==> src/rtl/sync_memory.sv <==
// Single-port synchronous RAM with a valid/ready request port.
// One read or write per clock; read data is registered and appears one cycle after acceptance.
module sync_memory #(
  parameter int WIDTH      = 8,
  parameter int DEPTH      = 16,
  parameter int ADDR_WIDTH = 4
) (
  input  logic                  clk,
  input  logic                  rst,
  input  logic                  valid,
  input  logic                  wr_rd,
  input  logic [ADDR_WIDTH-1:0] addr,
  input  logic [WIDTH-1:0]      wdata,
  output logic                  ready,
  output logic [WIDTH-1:0]      rdata
);

  logic                  ready_q, ready_d;
  logic [WIDTH-1:0]      rdata_q, rdata_d;
  logic [WIDTH-1:0]      rd_word;
  logic [WIDTH-1:0]      mem_q [DEPTH];
  logic [WIDTH-1:0]      mem_d [DEPTH];
  logic [DEPTH-1:0]      word_we;
  logic                  accept;

  assign accept = valid && ready_q;

  // Out-of-range addresses match no word, so such writes are dropped.
  generate
    for (genvar gi = 0; gi < DEPTH; gi++) begin : g_word_we
      assign word_we[gi] = accept && wr_rd && (addr == ADDR_WIDTH'(gi));
    end
  endgenerate

  always_comb begin
    for (int i = 0; i < DEPTH; i++) begin
      mem_d[i] = word_we[i] ? wdata : mem_q[i];
    end
  end

  // Out-of-range reads fall through to the zero default.
  always_comb begin
    rd_word = '0;
    for (int i = 0; i < DEPTH; i++) begin
      if (addr == ADDR_WIDTH'(i)) begin
        rd_word = mem_q[i];
      end
    end
  end

  always_comb begin
    ready_d = 1'b1;
    rdata_d = rdata_q;
    if (accept && !wr_rd) begin
      rdata_d = rd_word;
    end
  end

  // Storage is cleared by reset, so it lives in flops rather than a RAM macro.
  always_ff @(posedge clk) begin
    if (rst) begin
      ready_q <= 1'b0;
      rdata_q <= '0;
      for (int i = 0; i < DEPTH; i++) begin
        mem_q[i] <= '0;
      end
    end else begin
      ready_q <= ready_d;
      rdata_q <= rdata_d;
      for (int i = 0; i < DEPTH; i++) begin
        mem_q[i] <= mem_d[i];
      end
    end
  end

  assign ready = ready_q;
  assign rdata = rdata_q;

endmodule

==> config.mk <==
export PLATFORM = sky130hd
export DESIGN_NAME = sync_memory
export DESIGN_NICKNAME = d
export VERILOG_FILES = /design/src/rtl/sync_memory.sv
export SDC_FILE = /design/constraint.sdc
export NUM_CORES = 1
export LEC_CHECK = 0
export CORE_MARGIN = 2
export CORE_UTILIZATION = 50
export CTS_CLUSTER_SIZE = 10
export DETAILED_ROUTE_END_ITERATION = 6
export PLACE_DENSITY = 0.68
export SLEW_MARGIN = 20
export SYNTH_ARGS = -nofsm -noshare
export SYNTH_HDL_FRONTEND = slang
export SYNTH_SLANG_ARGS = --single-unit
==> constraint.sdc <==
create_clock -name clk -period 2.35 [get_ports clk]
set_clock_uncertainty 0.2 [all_clocks]
set_input_delay 0.3525 -clock clk [delete_from_list [all_inputs] [get_ports clk]]
set_output_delay 0.3525 -clock clk [all_outputs]
set_load 0.005 [all_outputs]
# == After elaboration in Yosys (flattened, before gate mapping) ==
# Memory sizes are Yosys's and may differ from the RTL's.
# Cells that the tools add are included.
# totals
reg_bits,9
mem_bits_rw,128
in_bits,16
n_memories,1
# memory_table
name,words,word_bits,read_ports,rd_clocked_by_memory_dff,wr,line,rtl
mem_q,16,8,16,0,16,21,logic [WIDTH-1:0] mem_q [DEPTH];
# classes
eq_ne,15
n_mux,51
bitwise_logic,16
reduce_logical,21
# op_table
op,n
$mux W8,48
$eq A4 B4 Y1 const B,8
$logic_and A1 B1 Y1,19
$eq A4 B3 Y1 const B,4
$or A1 B1 Y1,16
$eq A4 B2 Y1 const B,2
$eq A4 B1 Y1 const B,1
$logic_not A4 Y1,1
$mux W1,3
$logic_not A1 Y1,1

# == Depth between registers and ports, before layout ==
# Gate-level depths: netlist of the first run.
# logic_depth
ltp_word,17
depth_mapped,8
mapped_depth_nobuf,5

# == Worst setup path after synthesis of the first run ==
# Ideal clock, no wire load.
# synth_path
kind,input to register
from,input addr[0]
to,"memory mem_q[1][2], in the netlist mem_q[0][10]"
setup_ps,128
arrival_ps,1517
path_slack_ps,505
path_stages,7
cell_sequence,buf_2 and2b_1 nand2_2 or3_1 buf_2 mux2i_1 nor2_1
# synth_lines
item,line,rtl
"start, declared",12,"input logic [ADDR_WIDTH-1:0] addr,"
"end, declared",21,

# == Worst setup path after layout of the first run ==
# layout_path
from,input addr[3]
to,"register rdata_q[6], in the netlist rdata[6]"
# layout_between
elab_chain_len,17
word_cells_on_any_way,32
cone_classes,15 x eq/ne; 16 x mux; 1 x reduce/logical
# layout_lines
item,line,rtl
$logic_not A4 Y1,45,if (addr == ADDR_WIDTH'(i)) begin
$mux W8 (15 in a row),45,
$mux W8 *,45,
"end signal, assigned",69,rdata_q <= rdata_d;
"end, declared",19,"logic [WIDTH-1:0] rdata_q, rdata_d;"
# Mark *: on every way between the ends. The rest lies on a longest branch, timed or not.
# A chain may end at the register's enable or synchronous reset.

==> impl_metrics.tcl, run 1 <==
set metrics [dict create \
    run_status "complete, no violations" \
    crit_required_ps 2460 \
    hold_buffers 0 \
    cp-start-kind "input pin" \
    power_density_nw_per_um2 735.0 \
    synthCells 682 \
    placedCellCount 897 \
    fill_cells 1077 \
    p_seq_share_pct 40.7 \
    clk_path_buf_depth 2 \
    die_h_um 116.8 \
    grt_antenna_before_repair 0 \
    register_area_um2 2743 \
    syn_avg_cell_area_um2 9.322 \
    reg2reg_from "mem_q[0][6]" \
    finalCritPeriodShare_pct 91.50 \
    critPathLaunch "addr[3]" \
    max-vdd-ir-drop_mv 0.4907 \
    multi_input_area_um2 3326 \
    port-buffer-count 24 \
    p_clk_share_pct 51.9 \
    hpwl_um 13050 \
    post_cts_buffers 0 \
    antenna_cells 0 \
    ios 25 \
    wl_um 18690 \
    utilization_pct 62.59 \
    drive_gt1_share_pct 18.10 \
    worst_slack_ps 199.7 \
    worstSetupPathType "input pin to flip-flop" \
    synth-main-ff-cell "dfxtp_1" \
    ys_warn_count 0 \
    cts_tree "yes" \
    cts-buffers-inserted 17 \
    ys_ff_latch 137 \
    async_reset_ff_share_pct 0 \
    p_switching_mw 1.300 \
    combPwrFrac_pct 7.4 \
    htreeDepth 4 \
    min_from "rst" \
    grt_usage_pct 28.78 \
    final_hold_viol_count 0 \
    clkTransAtPathRegs_ps 60 \
    cts-root-buf "clkbuf_16" \
    p_leak_nw 2.948 \
    seq_area_frac_synth_pct 43.14 \
    area_delta_synth_final_pct 23.22 \
    internal-power_mw 4.458 \
    wl_per_cell_um 20.12 \
    first_iter_violations 677 \
    slew_headroom_pct 43.97 \
    hp-class "input pin to flip-flop" \
    synth_area_um2 6357 \
    cp-end-kind "flip-flop" \
    cts.sinks 137 \
    globalplace.congestion 0.9613 \
    syn-num-nets 698 \
    synth_edf_count 0 \
    grt_overflow 0 \
    final_nets 760 \
    grt_max_degree 45 \
    row_count 41 \
    max_slew.worst_pin.slew_ps 837.8 \
    drtAntennaViolNets 0 \
    drc 0 \
    switching_share_pct 22.58 \
    coreArea_um2 12520 \
    die_w_um 116.8 \
    hold-worst-slack_ps 107.4 \
    pre_cts_ws_ps -166.3 \
    viasPerCell 5.865 \
    fmaxAchievable_ghz 0.4650 \
    fin_cells 929 \
    drt-pass1-iter-count 5 \
    grt_pass1_vias 5368 \
    slew_viol_final 0 \
    setup_viol 0 \
    dieArea_um2 13630 \
    crit_fanout 6 \
    initial_core_util_pct 50.79 \
    grt_pass1_wl_um 29080 \
    clock_latency_ps 430 \
    rsz0062_at_grt "no" \
    synth.distinct_cells 52 \
    max_cap_violations 0 \
    cts.repair.resized 0 \
    totalPowerFinal_mw 5.758 \
    layout_min_cycle_time_ps 2150 \
    critPathArrivalTime_ps 2260 \
    num_vias 5449 \
]
through the flow:
step | TNS [ps] | instance area (um2)
detailed placement | -697.6 | 7171
global route | 0 | 7834
global placement | -403.8 | 7171
finish | 0 | 7834
floorplan | 0 | 6357
CTS | 0 | 7834
critical path: stages:
cell and delay (ps):
clkdlybuf4s50_1 510, nand2b_1 230, o32ai_1 230, a211oi_1 90, a2111oi_0 560, buf_4 210
o31ai_1 70
cells in the mapped netlist (2+ instances only):
library cell / instances / area share [%]
a211oi_1: 5 / 0.59
a21boi_0: 2 / 0.24
a21oi_1: 30 / 2.4
a221o_1: 7 / 1.1
a221oi_1: 2 / 0.28
a222oi_1: 2 / 0.31
a22oi_1: 4 / 0.47
a31oi_1: 3 / 0.30
a32o_1: 2 / 0.31
buf_2: 15 / 1.2
buf_4: 3 / 0.35
buf_6: 4 / 0.71
clkbuf_1: 28 / 1.7
dfxtp_1: 137 / 43
inv_1: 6 / 0.35
mux2_2: 10 / 1.8
mux2i_1: 138 / 22
mux4_2: 2 / 0.71
nand2_1: 30 / 1.8
nand2_2: 3 / 0.30
nand2b_1: 5 / 0.49
nand3_1: 3 / 0.24
nand4b_1: 2 / 0.28
nor2_1: 136 / 8.0
nor2_2: 7 / 0.69
nor2_4: 6 / 1.1
nor2b_1: 3 / 0.30
nor3_1: 6 / 0.47
nor4_1: 3 / 0.30
o211ai_1: 6 / 0.71
o21ai_0: 29 / 2.3
o22ai_1: 8 / 0.79
o31ai_1: 6 / 0.71
o32ai_1: 5 / 0.69
or3_1: 6 / 0.59
or4bb_1: 2 / 0.35
cell type report:
type	instances	share of cell area [%]
Multi-Input combinational cell	487	42.45
Sequential cell	137	35.01
Timing Repair Buffer	94	10.99
Clock buffer	21	6.005
Tap cell	172	2.747
Clock inverter	11	2.460
Inverter	7	0.3354
per-layer routing:
| layer | global-route usage (%) | vias up | part of all wire (%) |
|---|---|---|---|
| li1 | - | 2540 | - |
| met1 | 36.71 | 2610 | 42 |
| met2 | 45.43 | 243 | 46 |
| met3 | 7.058 | 56 | 7.6 |
| met4 | 14.67 | 0 | 4.4 |
| met5 | 0 | - | 0 |
power by group through the flow:
| stage | Clock [mW] | Sequential (mW) | Combinational (mW) |
|---|---|---|---|
| finish | 2.99 | 2.34 | 0.425 |
| global route | 3.12 | 2.34 | 0.447 |
| CTS | 3.01 | 2.34 | 0.416 |
| detailed placement | 0 | 2.39 | 0.414 |
| global placement | 0 | 2.39 | 0.408 |
| floorplan | 0 | 2.39 | 0.231 |
cells in the final DEF, fill, tap and decap left out, types with 9 or more instances in the layout:
| cell | count |
|---|---|
| mux2i_1 | 138 |
| dfxtp_1 | 137 |
| nor2_1 | 136 |
| buf_4 | 62 |
| nand2_1 | 30 |
| a21oi_1 | 30 |
| o21ai_0 | 29 |
| clkdlybuf4s50_1 | 20 |
| clkbuf_16 | 17 |
| mux2_2 | 10 |
| buf_12 | 9 |
final timing paths:
path / cells past startpoint / endpoint / slack (ps)
min: 2 / mem_q[0][2] / 110
max: 7 / rdata[6] / 200
min reg2reg: 2 / mem_q[1][27] / 290
max reg2reg: 5 / rdata[6] / 360
cell families (layout without fill, tap and decap cells):
group / count (synthesis) / in the layout / share of synthesized area, %
and+or+nand+nor: 220 / 220 / 16.14
muxes: 150 / 150 / 24.21
DFF: 137 / 137 / 43.14
AOI/OAI and AO/OA: 117 / 117 / 11.97
buffers and inverters: 58 / 133 / 4.546
flip-flops by register name (all words and copies together) (netlist names):
name,flops
mem_q,128
rdata,8
ready,1
No activity file was read; power rests on OpenSTA's default activity.
==> run 2, diff against run 1 <==
Settings changed: CORE_UTILIZATION 50 to 49, PLACE_DENSITY 0.68 to 0.66.
==> run 2 against run 1 <==
  * Non-clock buffer count is 5 higher
  * Combinational power about the same
  * Utilization about the same
  * Critical path depth rose by 1
  * Sequential power barely moved
  * Register-to-register slack improved by 70 ps
  * Via count fell by 0.39%
  * Power down 1.4%
  * Highest routed layer unchanged
  * Design area rose by 0.88%
  * Global-route usage is 1.4 points lower
==> impl_metrics.tcl, run 2 (same netlist as run 1, synthesis figures left out) <==
set metrics [dict create \
    run_status "complete, no violations" \
    grt_antenna_before_repair 0 \
    hpwl_um 13040 \
    drt-pass1-iter-count 6 \
    final_common_cell "mux2i_1" \
    max-vdd-ir-drop_mv 0.4805 \
    grt_usage_pct 27.38 \
    fill_cells 1058 \
    htreeDepth 4 \
    worstSetupPathType "input pin to flip-flop" \
    die_h_um 117.9 \
    drive_gt1_share_pct 18.40 \
    globalplace.congestion 0.9081 \
    cts.sinks 137 \
    clkTransAtPathRegs_ps 60 \
    area_delta_synth_final_pct 24.31 \
    post_cts_buffers 0 \
    num_vias 5428 \
    wl_um 18460 \
    cts.repair.resized 0 \
    max_slew.worst_pin.slew_ps 777.5 \
    final_cell_mix "mux2i_1 (138), dfxtp_1 (137), nor2_1 (136)" \
    rsz0062_at_grt "no" \
    grt_max_degree 104 \
    finalCritPeriodShare_pct 89.35 \
    largest_reg_flops 128 \
    coreArea_um2 12620 \
    worst_slack_ps 250.2 \
    pre_cts_ws_ps -107.7 \
    layout_min_cycle_time_ps 2100 \
    clk_path_buf_depth 2 \
    cts_tree "yes" \
    grt_pass1_wl_um 29350 \
    crit_fanout 7 \
    wl_per_cell_um 19.79 \
    port-buffer-count 24 \
    p_leak_nw 2.985 \
    critPathArrivalTime_ps 2210 \
    cp-end-kind "flip-flop" \
    viasPerCell 5.818 \
    drtAntennaViolNets 0 \
    final_nets 765 \
    drc 0 \
    hp-class "flip-flop to flip-flop" \
    row_count 41 \
    setup_viol 0 \
    fmaxAchievable_ghz 0.4762 \
    max_cap_violations 0 \
    first_iter_violations 661 \
    largest_register "mem_q" \
    grt_pass1_vias 5364 \
    cts-buffers-inserted 17 \
    initial_core_util_pct 50.38 \
    slew_headroom_pct 48.00 \
    clock_latency_ps 430 \
    dieArea_um2 13900 \
    final_hold_viol_count 0 \
    antenna_cells 0 \
    ios 25 \
    cts-root-buf "clkbuf_16" \
    grt_overflow 0 \
    die_w_um 117.9 \
    fin_cells 933 \
    power_density_nw_per_um2 718.4 \
    cp-start-kind "input pin" \
    placedCellCount 901 \
    crit_required_ps 2460 \
    slew_viol_final 0 \
]
## run 2: cell count changes in the layout (fill, tap and decap cells not counted), sizes merged
cell	change
buf	+4
clkinvlp	-1
clkinv	+2
dlygate4sd3	+1
clkbuf	-2
## run 2: worst paths after layout
check	slack, ps	start	depth (start not counted)	to
max	250	addr[3]	8	rdata[6]
min	280	mem_q[1][2]	2	mem_q[1][2]
max reg2reg	430	mem_q[0][62]	6	rdata[6]
min reg2reg	280	mem_q[1][2]	2	mem_q[1][2]
## run 2: final cells by class
| type | instances | area [um2] | share of cell area (%) |
|---|---|---|---|
| Multi-Input combinational cell | 487 | 3326 | 42.08 |
| Sequential cell | 137 | 2743 | 34.71 |
| Clock buffer | 19 | 442.9 | 5.605 |
| Clock inverter | 12 | 198.9 | 2.517 |
| Timing Repair Buffer | 99 | 950.9 | 12.03 |
| Inverter | 7 | 26.28 | 0.3325 |
| Tap cell | 172 | 215.2 | 2.723 |
## run 2: metrics by stage
stage	instance area, um2	TNS (ps)	util (%)	total power [mW]	hold WS (ps)
finish	7903	0	62.62	5.677	281.9
global route	7903	0	62.62	5.842	293.5
CTS	7903	0	62.62	5.700	281.2
detailed placement	7251	-135.1	57.46	2.808	272.3
global placement	7251	-158.6	57.46	2.804	258.7
floorplan	6357	0	-	2.624	248.8
## run 2: worst max-delay path, cell delays in order
cell,delay [ps]
clkdlybuf4s50_1,440
buf_4,170
nand2b_1,160
o32ai_1,140
a211oi_1,80
a2111oi_0,590
buf_4,210
o31ai_1,60
## run 2: where the power goes
group	internal, mW	switching (mW)
clock network	1.90	1.01
registers	2.34	0.00813
logic	0.157	0.269
## run 2: metal layers
metal	share of wire, %	track usage [%]	vias to the layer above
li1	-	-	2545
met1	44	35.23	2628
met2	47	44.84	211
met3	6.6	6.202	44
met4	2.2	10.24	0
met5	0	0	-
## run 2: repair_timing
| action | in CTS | in global routing |
|---|---|---|
| endpoints found under the setup margin | 0 | 0 |
| hold buffers | 1 | 0 |
| hold endpoints to repair | 5 | 0 |
==> run 3, diff against run 2 <==
Settings changed: RECOVER_POWER set to 50.
==> run 3 against run 2 <==
  * Count of clock-buffer cells in the layout did not move
  * Power is 0.22% lower
  * Sequential share of layout area is 0.84 points higher
  * Register-to-register slack lost 170 ps
  * Design area fell by 2.4%
  * Cell count stayed put
==> impl_metrics.tcl, run 3 (same netlist as run 1, synthesis figures left out) <==
set metrics [dict create \
    critPathLaunch "addr[3]" \
    ios 25 \
    drc 0 \
    max_slew.worst_pin.slew_ps 749.1 \
    path_common_cell "buf_4" \
    die_h_um 117.9 \
    tns_ps 0 \
    met3_length_um 1167 \
    worst_slack_ps 176.6 \
    cp-end-kind "flip-flop" \
    row_count 41 \
    viasPerCell 5.827 \
    htreeDepth 4 \
    grt_pass1_vias 5364 \
    largest_reg_flops 128 \
    totalPowerFinal_mw 5.664 \
    wl_per_cell_um 19.70 \
    cts-root-buf "clkbuf_16" \
    cp-endpoint "mem_q[0][48]" \
    wl_met1_um 8121 \
    slowest_delay_ps 570 \
    coreArea_um2 12620 \
    fmaxAchievable_ghz 0.4601 \
    r2r_setup_slack_ps 260 \
    dr_wl_met2_um 8736 \
    drt-pass1-iter-count 6 \
    grt_antenna_before_repair 0 \
    setup_viol 0 \
    p_leak_nw 2.921 \
    worstPathCellList "clkdlybuf4s50_1 > buf_4 > nand2b_1 > buf_4 > nor2_4 > clkbuf_1 > mux2i_1 > nor2_1" \
    grt_overflow 0 \
    first_iter_violations 641 \
    num_vias 5437 \
    layout_min_cycle_time_ps 2173 \
    rsz0062_at_grt "no" \
    hold_buffers 1 \
    path_delay_family "buffers and inverters" \
    cts_tree "yes" \
    worstSetupPathType "input pin to flip-flop" \
    globalplace.congestion 0.9081 \
    max-vdd-ir-drop_mv 0.4810 \
    grt_max_degree 104 \
    antenna_cells 0 \
    path_depth 8 \
    clkTransAtPathRegs_ps 60 \
    rr_endpoint "mem_q[0][48]" \
    pre_cts_ws_ps -107.7 \
    drtAntennaViolNets 0 \
    grt_usage_pct 27.38 \
    hp-class "flip-flop to flip-flop" \
    power_density_nw_per_um2 734.1 \
    final_common_cell "nor2_1" \
    finalCritPeriodShare_pct 92.49 \
    slowest_stage "clkbuf_1" \
    maxUsedRoutingLayer "met4" \
    largest_register "mem_q" \
    dieArea_um2 13900 \
    final_cell_mix "nor2_1 (144), mux2i_1 (138), dfxtp_1 (137)" \
    drive_gt1_share_pct 15.37 \
    area_delta_synth_final_pct 21.37 \
    cp-start-kind "input pin" \
    crit_required_ps 2450 \
    crit_buf_inv 4 \
    reg2reg_from "ready" \
    final_nets 765 \
    clk_path_buf_depth 2 \
    slew_headroom_pct 49.90 \
    cts.repair.resized 0 \
    critPathArrivalTime_ps 2280 \
    initial_core_util_pct 50.38 \
    final_hold_viol_count 0 \
    run_status "complete, no violations" \
    clock_latency_ps 430 \
    max_cap_violations 0 \
    slew_viol_final 0 \
    placedCellCount 901 \
    fin_cells 933 \
    cts-buffers-inserted 17 \
    port-buffer-count 24 \
    cts.sinks 137 \
    crit_fanout 8 \
    hpwl_um 13040 \
    post_cts_buffers 0 \
    die_w_um 117.9 \
    r2r_cells 7 \
    grt_pass1_wl_um 29350 \
    wl_um 18380 \
]
## run 3: cell types whose count changed in the layout (fill, tap and decap cells not counted)
cell | before | now
clkbuf_1 | 1 | 16
nor2_4 | 6 | 3
clkdlybuf4s50_1 | 20 | 12
dlygate4sd3_1 | 1 | 9
nor2_1 | 136 | 144
clkbuf_2 | 0 | 3
buf_12 | 13 | 6
buf_4 | 62 | 51
nor2_2 | 7 | 2
## run 3: worst min-delay path by stage
stage,start,to,slack (ps),cells past startpoint
after global routing,mem_q[1][21],mem_q[1][21],290,2
final,mem_q[1][2],mem_q[1][2],280,2
after global placement,mem_q[1][50],mem_q[1][50],260,2
after detailed placement,mem_q[1][21],mem_q[1][21],270,2
after CTS,mem_q[1][21],mem_q[1][21],280,2
after floorplan,mem_q[1][50],mem_q[1][50],250,2
## run 3: report_power, final
| group | switching (mW) | internal, mW |
|---|---|---|
| Clock | 1.01 | 1.90 |
| Sequential | 0.00800 | 2.34 |
| Combinational | 0.264 | 0.150 |
| Total | 1.28 | 4.39 |
## run 3: cell type report
class                      instances  area (um2)
sequential                       137        2743
clock inverter                    12       198.9
clock buffer                      19       442.9
tap                              172       215.2
inverter                           7       26.28
multi-input combinational        487        3291
fill                            1091        4903
timing repair buffer              99       799.5
## run 3: layer usage
layer / GRT usage, % / vias to the layer above
li1: - / 2554
met1: 35.23 / 2632
met2: 44.84 / 217
met3: 6.202 / 34
met4: 10.24 / 0
met5: 0 / -
## run 3: stage by stage
step | cell area (um2) | hold slack, ps | utilization (%)
floorplan | 6357 | 248.8 | -
global placement | 7251 | 258.7 | 57.46
detailed placement | 7251 | 272.3 | 57.46
CTS | 7903 | 281.2 | 62.62
global route | 7716 | 293.6 | 61.14
finish | 7716 | 282.1 | 61.14
## run 3: tightest hold or removal path, cell delays in order (launching register included)
cell	delay (ps)
dfxtp_1	320
mux2i_1	60
nor2_1	70
